==> src/rtl/rng_collector.sv <==
// rng_collector
// Consumer end of a single-bit random stream. Raw samples optionally pass
// through a von Neumann corrector, accepted bits are packed MSB-first into
// WIDTH-bit words, and words leave on a valid/ready handshake. A
// repetition-count health test latches a sticky error and halts word
// production when the source looks stuck.

module rng_collector #(
   parameter int WIDTH     = 8,
   parameter int DEBIAS    = 1,
   parameter int REP_LIMIT = 16
) (
   input  logic             clk,
   input  logic             rst_n,
   input  logic             bit_in,
   input  logic             bit_en,
   output logic [WIDTH-1:0] word_out,
   output logic             word_valid,
   input  logic             word_ready,
   output logic             stuck_err
);

   localparam int CNT_W = $clog2(WIDTH + 1);
   localparam int RUN_W = $clog2(REP_LIMIT + 1);

   localparam logic [CNT_W-1:0] CNT_FULL = CNT_W'(WIDTH);
   localparam logic [CNT_W-1:0] CNT_LAST = CNT_W'(WIDTH - 1);
   localparam logic [CNT_W-1:0] CNT_ONE  = CNT_W'(1);
   localparam logic [RUN_W-1:0] RUN_MAX  = RUN_W'(REP_LIMIT);
   localparam logic [RUN_W-1:0] RUN_ONE  = RUN_W'(1);

   // Pair phase of the von Neumann corrector.
   typedef enum logic {
      PH_FIRST  = 1'b0,
      PH_SECOND = 1'b1
   } phase_t;

   // Registered state
   logic [WIDTH-1:0] acc_reg,   acc_next;
   logic [CNT_W-1:0] cnt_reg,   cnt_next;
   phase_t           phase_reg, phase_next;
   logic             first_reg, first_next;
   logic [RUN_W-1:0] run_reg,   run_next;
   logic             last_reg,  last_next;
   logic [WIDTH-1:0] word_reg,  word_next;
   logic             valid_reg, valid_next;
   logic             stuck_reg, stuck_next;

   // Combinational helpers
   logic             sample;
   logic             emit;
   logic             emit_bit;
   logic             out_free;
   logic             acc_full;
   logic [WIDTH-1:0] acc_shifted;

   // A sample is only honoured while the health test has not tripped.
   assign sample      = bit_en & ~stuck_reg;
   assign out_free    = ~valid_reg | word_ready;
   assign acc_full    = (cnt_reg == CNT_FULL);
   assign acc_shifted = {acc_reg[WIDTH-2:0], emit_bit};

   // Pair stage: decides whether this sample yields an accepted bit.
   always_comb begin
      emit       = 1'b0;
      emit_bit   = bit_in;
      phase_next = phase_reg;
      first_next = first_reg;
      if (DEBIAS != 0) begin
         if (sample) begin
            if (phase_reg == PH_FIRST) begin
               first_next = bit_in;
               phase_next = PH_SECOND;
            end else begin
               phase_next = PH_FIRST;
               // 10 -> 1, 01 -> 0; equal pairs carry no entropy.
               if (bit_in != first_reg) begin
                  emit     = 1'b1;
                  emit_bit = first_reg;
               end
            end
         end
      end else begin
         emit = sample;
      end
   end

   // Repetition-count health test on raw samples.
   always_comb begin
      run_next   = run_reg;
      last_next  = last_reg;
      stuck_next = stuck_reg;
      if (sample) begin
         last_next = bit_in;
         // run_reg==0 only before the first sample after reset.
         if ((run_reg != '0) && (bit_in == last_reg)) begin
            if (run_reg != RUN_MAX) begin
               run_next = run_reg + RUN_ONE;
            end
         end else begin
            run_next = RUN_ONE;
         end
         if (run_next == RUN_MAX) begin
            stuck_next = 1'b1;
         end
      end
   end

   // Accumulator and output register with valid/ready transfer.
   always_comb begin
      acc_next   = acc_reg;
      cnt_next   = cnt_reg;
      word_next  = word_reg;
      valid_next = valid_reg;
      if (!stuck_reg && out_free && acc_full) begin
         // Full accumulator moves out; a bit emitted now starts the next word.
         word_next  = acc_reg;
         valid_next = 1'b1;
         if (emit) begin
            acc_next = acc_shifted;
            cnt_next = CNT_ONE;
         end else begin
            cnt_next = '0;
         end
      end else if (!stuck_reg && out_free && emit && (cnt_reg == CNT_LAST)) begin
         // Completing bit goes straight to the output, saving a cycle.
         word_next  = acc_shifted;
         valid_next = 1'b1;
         cnt_next   = '0;
      end else begin
         // Bits emitted while full are dropped.
         if (emit && !acc_full) begin
            acc_next = acc_shifted;
            cnt_next = cnt_reg + CNT_ONE;
         end
         if (valid_reg && word_ready) begin
            valid_next = 1'b0;
         end
      end
   end

   // State register with asynchronous active-low reset.
   always_ff @(posedge clk or negedge rst_n) begin
      if (!rst_n) begin
         acc_reg   <= '0;
         cnt_reg   <= '0;
         phase_reg <= PH_FIRST;
         first_reg <= 1'b0;
         run_reg   <= '0;
         last_reg  <= 1'b0;
         word_reg  <= '0;
         valid_reg <= 1'b0;
         stuck_reg <= 1'b0;
      end else begin
         acc_reg   <= acc_next;
         cnt_reg   <= cnt_next;
         phase_reg <= phase_next;
         first_reg <= first_next;
         run_reg   <= run_next;
         last_reg  <= last_next;
         word_reg  <= word_next;
         valid_reg <= valid_next;
         stuck_reg <= stuck_next;
      end
   end

   assign word_out   = word_reg;
   assign word_valid = valid_reg;
   assign stuck_err  = stuck_reg;

endmodule
==> config.mk <==
export PLATFORM = sky130hd
export DESIGN_NAME = rng_collector
export DESIGN_NICKNAME = d
export VERILOG_FILES = /design/src/rtl/rng_collector.sv
export SDC_FILE = /design/constraint.sdc
export NUM_CORES = 1
export LEC_CHECK = 0
export ABC_AREA = 0
export BUFFER_PORTS_ARGS = -buffer_cell sky130_fd_sc_hd__buf_2
export CAP_MARGIN = 40
export CORE_ASPECT_RATIO = 0.5
export CORE_MARGIN = 5
export CORE_UTILIZATION = 25
export DETAILED_ROUTE_END_ITERATION = 12
export SETUP_SLACK_MARGIN = 0.2
export SYNTH_ARGS = -nofsm -noshare
export SYNTH_HDL_FRONTEND = slang
export SYNTH_SLANG_ARGS = --single-unit
export TNS_END_PERCENT = 30
==> constraint.sdc <==
create_clock -name clk -period 1.82 [get_ports clk]
set_clock_uncertainty 0.1 [all_clocks]
set_input_delay 0.182 -clock clk [delete_from_list [all_inputs] [get_ports clk]]
set_output_delay 0.182 -clock clk [all_outputs]
set_load 0.05 [all_outputs]
==> impl_metrics.env, run 1 <==
export IMPL_crit_buf_inv=0
export IMPL_initial_core_util=0.257
export IMPL_hold_start="word_ready"
export IMPL_htree_levels=2
export IMPL_num_rows=20
export IMPL_yosysWarnings=0
export IMPL_worstPathMaxFanout=7
export IMPL_hold_ws_ns=0.168
export IMPL_clock_sinks=30
export IMPL_core_area_um2=6060
export IMPL_synth_xor_area_frac=0.0394
export IMPL_relSlewSlack=0.547
export IMPL_grt_pass1_vias=1356
export IMPL_synth_ff_type="dfrtp_1"
export IMPL_grt_usage=0.100
export IMPL_synthAdderAreaFrac=0.0321
export IMPL_synth_simple_area_share=0.193
export IMPL_hold_class="in -> reg"
export IMPL_cts_tree="done"
export IMPL_max_slew_worst_pin_slew_ns=0.679
export IMPL_dpl_cell_area_um2=1820
export IMPL_worstSetupEndpointType="flop"
export IMPL_wl_mm=3.73
export IMPL_initialDrtViolationCount=56
export IMPL_timing_fmax_ghz=0.558
export IMPL_grt_max_degree=31
export IMPL_power_density_nw_per_um2=1760
export IMPL_die_x_um=122
export IMPL_synth_edff_count=0
export IMPL_worstPathArrival_ns=1.85
export IMPL_synthArstFlopShare=1.00
export IMPL_timing_hold_violations_final=0
export IMPL_p_leak_nw=0.985
export IMPL_place_detailed_hpwl_mm=2.38
export IMPL_critPathSlowestCell="or4_4"
export IMPL_max_clock_path_buffers=2
export IMPL_required_ns=1.88
export IMPL_max_stage_delay_ns=0.47
export IMPL_avgRoutedWirePerCell_um=13.5
export IMPL_diodes=0
export IMPL_critPathLaunch="cnt_reg[0]$_DFFE_PN0P_"
export IMPL_startpoint_type="flop"
export IMPL_layout_common_cells="26 x dfrtp_1, 17 x buf_4, 14 x buf_2, 12 x nand3_1, 12 x nor2_1"
export IMPL_synth_top_family_by_area="simple AND/OR/NAND/NOR gates"
export IMPL_drcViolationCount=0
export IMPL_avgViaCountPerCell=4.66
export IMPL_final_common_cell="dfrtp_1"
export IMPL_area_growth_pct=38.6
export IMPL_finalSetupViolCount=0
export IMPL_critPathKind="reg -> reg"
export IMPL_fin_crit_sh=0.985
export IMPL_critical_path_top_delay_family="simple AND/OR/NAND/NOR gates"
export IMPL_clk_latency_ns=0.27
export IMPL_numCtsBuffers=5
export IMPL_min_period_ns=1.79
export IMPL_grt_ovfl_total=0
export IMPL_total_power_mw=3.79
export IMPL_die_h_um=65.8
export IMPL_syn_nets=162
export IMPL_yosysUniqueCellTypes=40
export IMPL_cts_root_buf="clkbuf_16"
export IMPL_io_buffers=14
export IMPL_final_antenna_net_count=0
export IMPL_vias=1291
export IMPL_fin_area_um2=2160
export IMPL_ys_seq_area_frac=0.482
export IMPL_ys_ff_latch=30
export IMPL_synth_avg_cell_area_um2=10.2
export IMPL_place_congestion=0.792
export IMPL_io_pins=15
export IMPL_crit_path_cell_trace="ha_1 -> nand2_1 -> or4_4 -> nand3_4 -> mux2_4"
export IMPL_antenna_found_initial=0
export IMPL_dieArea_um2=8010
export IMPL_cap_violations=0
export IMPL_first_pass_iters=4
export IMPL_synth_area_um2=1560
export IMPL_synth_compound_area_frac=0.162
export IMPL_rsz0062_at_grt="true"
export IMPL_fin_nets=197
export IMPL_synthMuxAreaShare=0.0506
export IMPL_clkTransAtPathRegs_ns=0.05
export IMPL_grt_pass1_wl_mm=6.37
export IMPL_rr_startpoint="cnt_reg[0]$_DFFE_PN0P_"
export IMPL_syn_inst=153
export IMPL_drive_gt1_frac=0.354
export IMPL_peakVddDrop_uv=592
export IMPL_status="finished clean"
export IMPL_drv_slew=0
synthesized netlist by cell type, drive strengths merged, types with 2 or more instances:
cell type | n | area, um2
nand3 | 13 | 77.6
o211ai | 2 | 15.0
o21ai | 18 | 90.1
nor4b | 2 | 17.5
xnor2 | 4 | 35.0
a31oi | 9 | 56.3
xor2 | 3 | 26.3
nor2 | 12 | 45.0
nand2b | 3 | 18.8
o31ai | 2 | 15.0
buf | 4 | 26.3
ha | 4 | 50.1
or4 | 2 | 18.8
nand2 | 7 | 26.3
mux2 | 7 | 78.8
inv | 7 | 26.3
clkbuf | 3 | 11.3
dfrtp | 30 | 751
nand3b | 3 | 35.0
a21oi | 2 | 10.0
report_power, final:
| group | switching (mW) | total, mW | internal [mW] |
|---|---|---|---|
| clock network | 0.291 | 1.11 | 0.821 |
| registers | 0.261 | 1.18 | 0.921 |
| logic | 0.835 | 1.50 | 0.662 |
cells by family after synthesis:
group,Yosys count
mux,7
fa+ha+maj,4
simple gates,50
flops,30
xor+xnor,7
buf+inv,14
compound gates,41
layout make-up:
cell class                 instances  area (um2)
fill                             609        3900
multi-input combinational        109         820
sequential                        30         756
timing repair buffer              35         249
clock buffer                       6         139
tap                               88         110
clock inverter                     2        60.1
inverter                           7        26.3
tightest hold or removal path: cells and delay by family:
family        cells  cell delay [ns]
buf+inv           1             0.10
simple gates      2             0.21
layer usage:
layer / global-route usage / vias up / share of wire
met1: 0.119 / 627 / 0.45
met4: 0.0531 / 0 / 0.025
met3: 0.0248 / 10 / 0.024
met2: 0.170 / 30 / 0.50
met5: 0 / - / 0
li1: - / 624 / -
path summary, 6_finish.rpt:
| kind | to | slack [ns] | depth (start not counted) |
|---|---|---|---|
| setup / recovery | acc_reg[1]$_DFFE_PN0P_ | 0.03 | 5 |
| hold / removal | word_valid$_DFFE_PN0P_ | 0.17 | 3 |
| setup reg to reg | acc_reg[1]$_DFFE_PN0P_ | 0.03 | 5 |
| hold reg to reg | acc_reg[7]$_DFFE_PN0P_ | 0.43 | 1 |
| max in group asynchronous | word_valid$_DFFE_PN0P_ | 0.75 | 2 |
| min in group asynchronous | run_reg[4]$_DFFE_PN0P_ | 0.38 | 2 |
per-stage QoR:
stage | worst slack [ns] | TNS, ns | std cells | util
floorplan | -0.0685 | -0.480 | 153 | -
detailed placement | -0.0492 | -0.345 | 260 | 0.300
CTS | 0.0446 | 0 | 272 | 0.340
global route | -0.0254 | -0.127 | 277 | 0.357
finish | 0.0279 | 0 | 277 | 0.357
global placement | -0.0313 | -0.217 | 260 | 0.300
what timing repair did:
item,CTS,global route
pin swaps,2,7
buffers inserted,3,5
hold buffers,1,0
setup endpoints to repair,25,26
endpoints found under the hold margin,30,0
resized for setup,3,24
Note: power is estimated with default switching activity, not from simulation.
==> run 2, diff against run 1 <==
Settings changed: CELL_PAD_IN_SITES_DETAIL_PLACEMENT from default to 2, CELL_PAD_IN_SITES_GLOBAL_PLACEMENT from default to 2, PLACE_DENSITY_LB_ADDON from default to 0.1.
==> run 2 against run 1 <==
The run now ends with negative setup slack left. Total power down 5.9%. Clock-buffer cell count decreased by 1. Cell count grew 0.36%. Non-clock buffer count grew 1. Fmax decreased by 5.6%. Critical path depth is the same. Sequential share of layout area grew 0.36 points. Die area did not move. Combinational power hardly changed. Flip-flop and latch count is the same. Routed wire length rose by 18%. Critical endpoint unchanged. Largest power group unchanged.
==> impl_metrics.env, run 2 (synthesis gave the netlist of run 1 again) <==
export IMPL_status="finished, violations left"
export IMPL_violations="negative setup slack"
export IMPL_initialDrtViolationCount=34
export IMPL_drcViolationCount=0
export IMPL_critPathSlowestCell="or4_4"
export IMPL_layout_common_cells="28 x dfrtp_1, 19 x buf_4, 14 x buf_2, 12 x nor2_1, 11 x nand3_1"
export IMPL_regArea_um2=753
export IMPL_clk_latency_ns=0.27
export IMPL_grt_max_degree=23
export IMPL_fin_area_um2=2130
export IMPL_final_antenna_net_count=0
export IMPL_grt_pass1_vias=1450
export IMPL_fin_tns_setup_ns=-0.719
export IMPL_wl_mm=4.41
export IMPL_fillerInstances=665
export IMPL_dpl_cell_area_um2=1890
export IMPL_timing_final_ws_setup_ns=-0.0779
export IMPL_grt_usage=0.122
export IMPL_power_density_nw_per_um2=1670
export IMPL_rsz0062_at_grt="true"
export IMPL_grt_ovfl_total=0
export IMPL_max_stage_delay_ns=0.54
export IMPL_cap_violations=0
export IMPL_avgRoutedWirePerCell_um=15.9
export IMPL_max_clock_path_buffers=2
export IMPL_worstPathMaxFanout=7
export IMPL_grt_pass1_wl_mm=7.51
export IMPL_drive_gt1_frac=0.358
export IMPL_clkTransAtPathRegs_ns=0.05
export IMPL_min_period_ns=1.90
export IMPL_timing_fmax_ghz=0.527
export IMPL_fin_nets=198
export IMPL_cts_root_buf="clkbuf_16"
export IMPL_fin_crit_sh=1.04
export IMPL_first_pass_iters=4
export IMPL_dieArea_um2=8010
export IMPL_initial_core_util=0.257
export IMPL_place_detailed_hpwl_mm=3.06
export IMPL_htree_levels=2
export IMPL_multi_input_area_um2=831
export IMPL_relSlewSlack=0.604
export IMPL_worstSetupEndpointType="flop"
export IMPL_area_growth_pct=36.8
export IMPL_cts_tree="done"
export IMPL_die_x_um=122
export IMPL_hold_class="in -> reg"
export IMPL_place_congestion=0.687
export IMPL_avgViaCountPerCell=4.71
export IMPL_hold_ws_ns=0.146
export IMPL_io_pins=15
export IMPL_peakVddDrop_uv=489
export IMPL_core_area_um2=6060
export IMPL_worstPathArrival_ns=1.96
export IMPL_clock_sinks=30
export IMPL_p_leak_nw=0.977
export IMPL_timing_hold_violations_final=0
export IMPL_drv_slew=0
export IMPL_num_rows=20
export IMPL_crit_path_cell_trace="ha_2 -> nand2_2 -> or4_4 -> nand3_4 -> mux2_4"
export IMPL_numCtsBuffers=5
export IMPL_diodes=0
export IMPL_antenna_found_initial=0
export IMPL_vias=1308
export IMPL_max_slew_worst_pin_slew_ns=0.592
export IMPL_die_h_um=65.8
export IMPL_required_ns=1.88
export IMPL_final_common_cell="dfrtp_1"
export IMPL_critPathKind="reg -> reg"
export IMPL_startpoint_type="flop"
export IMPL_io_buffers=14
export IMPL_finalSetupViolCount=15
==> run 2: cell count changes in the layout (fill, tap and decap cells not counted), moves of 2 or more <==
cell / before / now
buf_4: 17 / 19
buf_8: 2 / 0
clkinv_2: 0 / 2
dfrtp_1: 26 / 28
dfrtp_2: 4 / 2
==> run 2: cell type report <==
class,count,share of cell area
Clock buffer,5,0.0587
Clock inverter,3,0.0188
Inverter,7,0.0123
Multi-Input combinational cell,109,0.390
Sequential cell,30,0.353
Tap cell,88,0.0517
Timing Repair Buffer,36,0.115
==> run 2: worst max-delay path, delay by kind of cell (launching register included) <==
family	cells	cell delay, ns
AND/OR/NAND/NOR	3	0.76
multiplexers	1	0.31
flip-flops	1	0.40
adder cells (fa/ha/maj)	1	0.21
==> run 2: routing by layer <==
| layer | GRT usage | share of wire |
|---|---|---|
| met3 | 0.0308 | 0.020 |
| met4 | 0.0377 | 0.0063 |
| met1 | 0.155 | 0.51 |
| met2 | 0.206 | 0.47 |
| met5 | 0 | 0 |
==> run 2: final timing paths <==
path	start	end	slack [ns]	cells after the start
min in group asynchronous	rst_n	acc_reg[5]$_DFFE_PN0P_	0.32	2
hold reg to reg	acc_reg[7]$_DFFE_PN0P_	acc_reg[7]$_DFFE_PN0P_	0.42	1
hold / removal	word_ready	word_valid$_DFFE_PN0P_	0.15	3
setup / recovery	cnt_reg[0]$_DFFE_PN0P_	acc_reg[1]$_DFFE_PN0P_	-0.08	5
max in group asynchronous	rst_n	word_out[5]$_DFFE_PN0P_	0.80	3
setup reg to reg	cnt_reg[0]$_DFFE_PN0P_	acc_reg[1]$_DFFE_PN0P_	-0.08	5
==> run 2: timing repair <==
| action | CTS | global route |
|---|---|---|
| endpoints found under the hold margin | 20 | 0 |
| buffers inserted | 1 | 0 |
| resized for setup | 3 | 19 |
| hold buffers | 1 | 0 |
| pin swaps | 2 | 8 |
| setup endpoints to repair | 21 | 24 |
==> run 2: power by group <==
| group | total [mW] | internal (mW) | switching, mW |
|---|---|---|---|
| Combinational | 1.47 | 0.615 | 0.856 |
| Clock | 0.933 | 0.639 | 0.294 |
| Sequential | 1.16 | 0.917 | 0.246 |
| Total | 3.57 | 2.17 | 1.40 |
==> run 2: stage by stage <==
| stage | util | cells | total power, mW | setup WS [ns] |
|---|---|---|---|---|
| 2_1_floorplan | - | 153 | 2.08 | -0.0685 |
| 3_3_place_gp | 0.311 | 268 | 2.53 | -0.0512 |
| 3_5_place_dp | 0.311 | 268 | 2.55 | -0.0902 |
| 4_1_cts | 0.343 | 278 | 3.55 | -0.0627 |
| 5_1_grt | 0.352 | 278 | 3.84 | -0.141 |
| 6_report | 0.352 | 278 | 3.57 | -0.0779 |
==> run 3, diff against run 2 <==
Settings changed: REMOVE_ABC_BUFFERS from default to 1.
Clock period 1.82 ns to 1.8 ns, I/O delays scaled along.
==> run 3 against run 2 <==
The run still ends with negative setup slack left. Cell count is the same. Total power grew 8.2%. Critical endpoint unchanged. Fmax grew 5.3%. Routed wire length grew 4.8%. Critical path type unchanged. Clock-buffer cell count grew 1. Global-route usage grew 0.60 points. Sequential share of layout area shrank 0.87 points. Highest routed layer unchanged. Critical path depth is the same.
==> impl_metrics.env, run 3 (synthesis gave the netlist of run 1 again) <==
export IMPL_status="finished, violations left"
export IMPL_violations="negative setup slack"
export IMPL_grt_max_degree=31
export IMPL_timing_hold_violations_final=0
export IMPL_total_power_mw=3.86
export IMPL_grt_ovfl_total=0
export IMPL_die_h_um=65.8
export IMPL_p_leak_nw=0.994
export IMPL_diodes=0
export IMPL_drive_gt1_frac=0.368
export IMPL_fin_nets=198
export IMPL_clock_sinks=30
export IMPL_worstSetupEndpointType="flop"
export IMPL_cap_violations=0
export IMPL_initialDrtViolationCount=46
export IMPL_drcViolationCount=0
export IMPL_startpoint_type="flop"
export IMPL_final_common_cell="dfrtp_1"
export IMPL_worstPathArrival_ns=1.87
export IMPL_cts_root_buf="clkbuf_16"
export IMPL_rr_startpoint="cnt_reg[0]$_DFFE_PN0P_"
export IMPL_wl_mm=4.62
export IMPL_critical_path_top_delay_family="simple AND/OR/NAND/NOR gates"
export IMPL_layout_common_cells="29 x dfrtp_1, 20 x buf_4, 14 x buf_2, 12 x nand3_1, 12 x nor2_1"
export IMPL_grt_pass1_vias=1498
export IMPL_io_buffers=14
export IMPL_min_period_ns=1.80
export IMPL_fin_cells=278
export IMPL_grt_pass1_wl_mm=7.85
export IMPL_place_congestion=0.734
export IMPL_initial_core_util=0.257
export IMPL_htree_levels=2
export IMPL_fin_crit_sh=1.00
export IMPL_avgViaCountPerCell=4.75
export IMPL_grt_usage=0.128
export IMPL_max_slew_worst_pin_slew_ns=0.750
export IMPL_die_x_um=122
export IMPL_clkTransAtPathRegs_ns=0.06
export IMPL_clk_latency_ns=0.28
export IMPL_timing_final_ws_setup_ns=-0.00184
export IMPL_io_pins=15
export IMPL_fin_tns_setup_ns=-0.00184
export IMPL_fillerInstances=678
export IMPL_vias=1321
export IMPL_worstPathMaxFanout=7
export IMPL_critPathSlowestCell="or4_4"
export IMPL_critPathKind="reg -> reg"
export IMPL_max_clock_path_buffers=2
export IMPL_first_pass_iters=4
export IMPL_hold_start="word_ready"
export IMPL_place_detailed_hpwl_mm=3.14
export IMPL_avgRoutedWirePerCell_um=16.6
export IMPL_num_rows=20
export IMPL_drv_slew=0
export IMPL_relSlewSlack=0.500
export IMPL_required_ns=1.86
export IMPL_numCtsBuffers=5
export IMPL_peakVddDrop_uv=464
export IMPL_core_area_um2=6060
export IMPL_dieArea_um2=8010
export IMPL_area_growth_pct=40.0
export IMPL_hold_class="in -> reg"
export IMPL_multi_input_area_um2=848
export IMPL_regArea_um2=752
export IMPL_dp_cells=265
export IMPL_antenna_found_initial=0
export IMPL_cts_tree="done"
export IMPL_crit_path_cell_trace="ha_2 -> nand2_2 -> or4_4 -> nand3_4 -> mux2_2"
export IMPL_rsz0062_at_grt="true"
export IMPL_critPathLaunch="cnt_reg[0]$_DFFE_PN0P_"
export IMPL_finalSetupViolCount=1
export IMPL_max_stage_delay_ns=0.46
export IMPL_timing_fmax_ghz=0.555
export IMPL_final_antenna_net_count=0
export IMPL_power_density_nw_per_um2=1770
export IMPL_crit_buf_inv=0
-- run 3: worst min-delay path, stage by stage --
cell and delay [ns]:
buf_2 0.10, nor2b_4 0.05, nand3b_1 0.14
-- run 3: timing repair --
item | 4_1_cts | 5_1_grt
endpoints found under the hold margin | 30 | 0
resized for setup | 18 | 14
gates cloned | 0 | 0
endpoints found under the setup margin | 24 | 25
setup buffers | 2 | 2
hold buffers | 1 | 0
pin swaps | 4 | 6
-- run 3: layer usage --
layer  track usage  vias up  wire length (um)
met3        0.0333        7                96
met5             0        -                 0
met4        0.0335        0                50
met1         0.165      677              2280
met2         0.215       10              2200
li1              -      627                 -
-- run 3: final cells by class --
type	count	area share
Tap cell	88	0.0505
Inverter	7	0.0120
Timing Repair Buffer	36	0.112
Multi-Input combinational cell	109	0.389
Sequential cell	30	0.345
Clock inverter	2	0.0275
Clock buffer	6	0.0637
-- run 3: final timing paths --
path | endpoint | slack (ns) | cells after the start
worst max-delay path | acc_reg[1]$_DFFE_PN0P_ | -0.002 | 5
min in group asynchronous | word_out[2]$_DFFE_PN0P_ | 0.42 | 2
worst min register to register | acc_reg[7]$_DFFE_PN0P_ | 0.42 | 1
worst max register to register | acc_reg[1]$_DFFE_PN0P_ | -0.002 | 5
max in group asynchronous | stuck_err$_DFFE_PN0P_ | 0.64 | 2
worst min-delay path | word_valid$_DFFE_PN0P_ | 0.15 | 3
-- run 3: where the power goes --
part	total [mW]	leakage (nW)	internal (mW)	switching (mW)
Sequential	1.18	0.390	0.926	0.256
Clock	1.15	0.0971	0.831	0.316
Combinational	1.53	0.508	0.645	0.886
Total	3.86	0.994	2.40	1.46
-- run 3: through the flow --
stage,hold WS [ns],utilization,cell area (um2),setup WS [ns]
after detailed placement,0.196,0.303,1830,-0.0325
after global routing,0.170,0.360,2180,-0.0859
final,0.148,0.360,2180,-0.00184
after floorplan,-0.216,-,1520,-0.406
after CTS,0.144,0.350,2120,-0.000542
after global placement,0.189,0.303,1830,0.0274
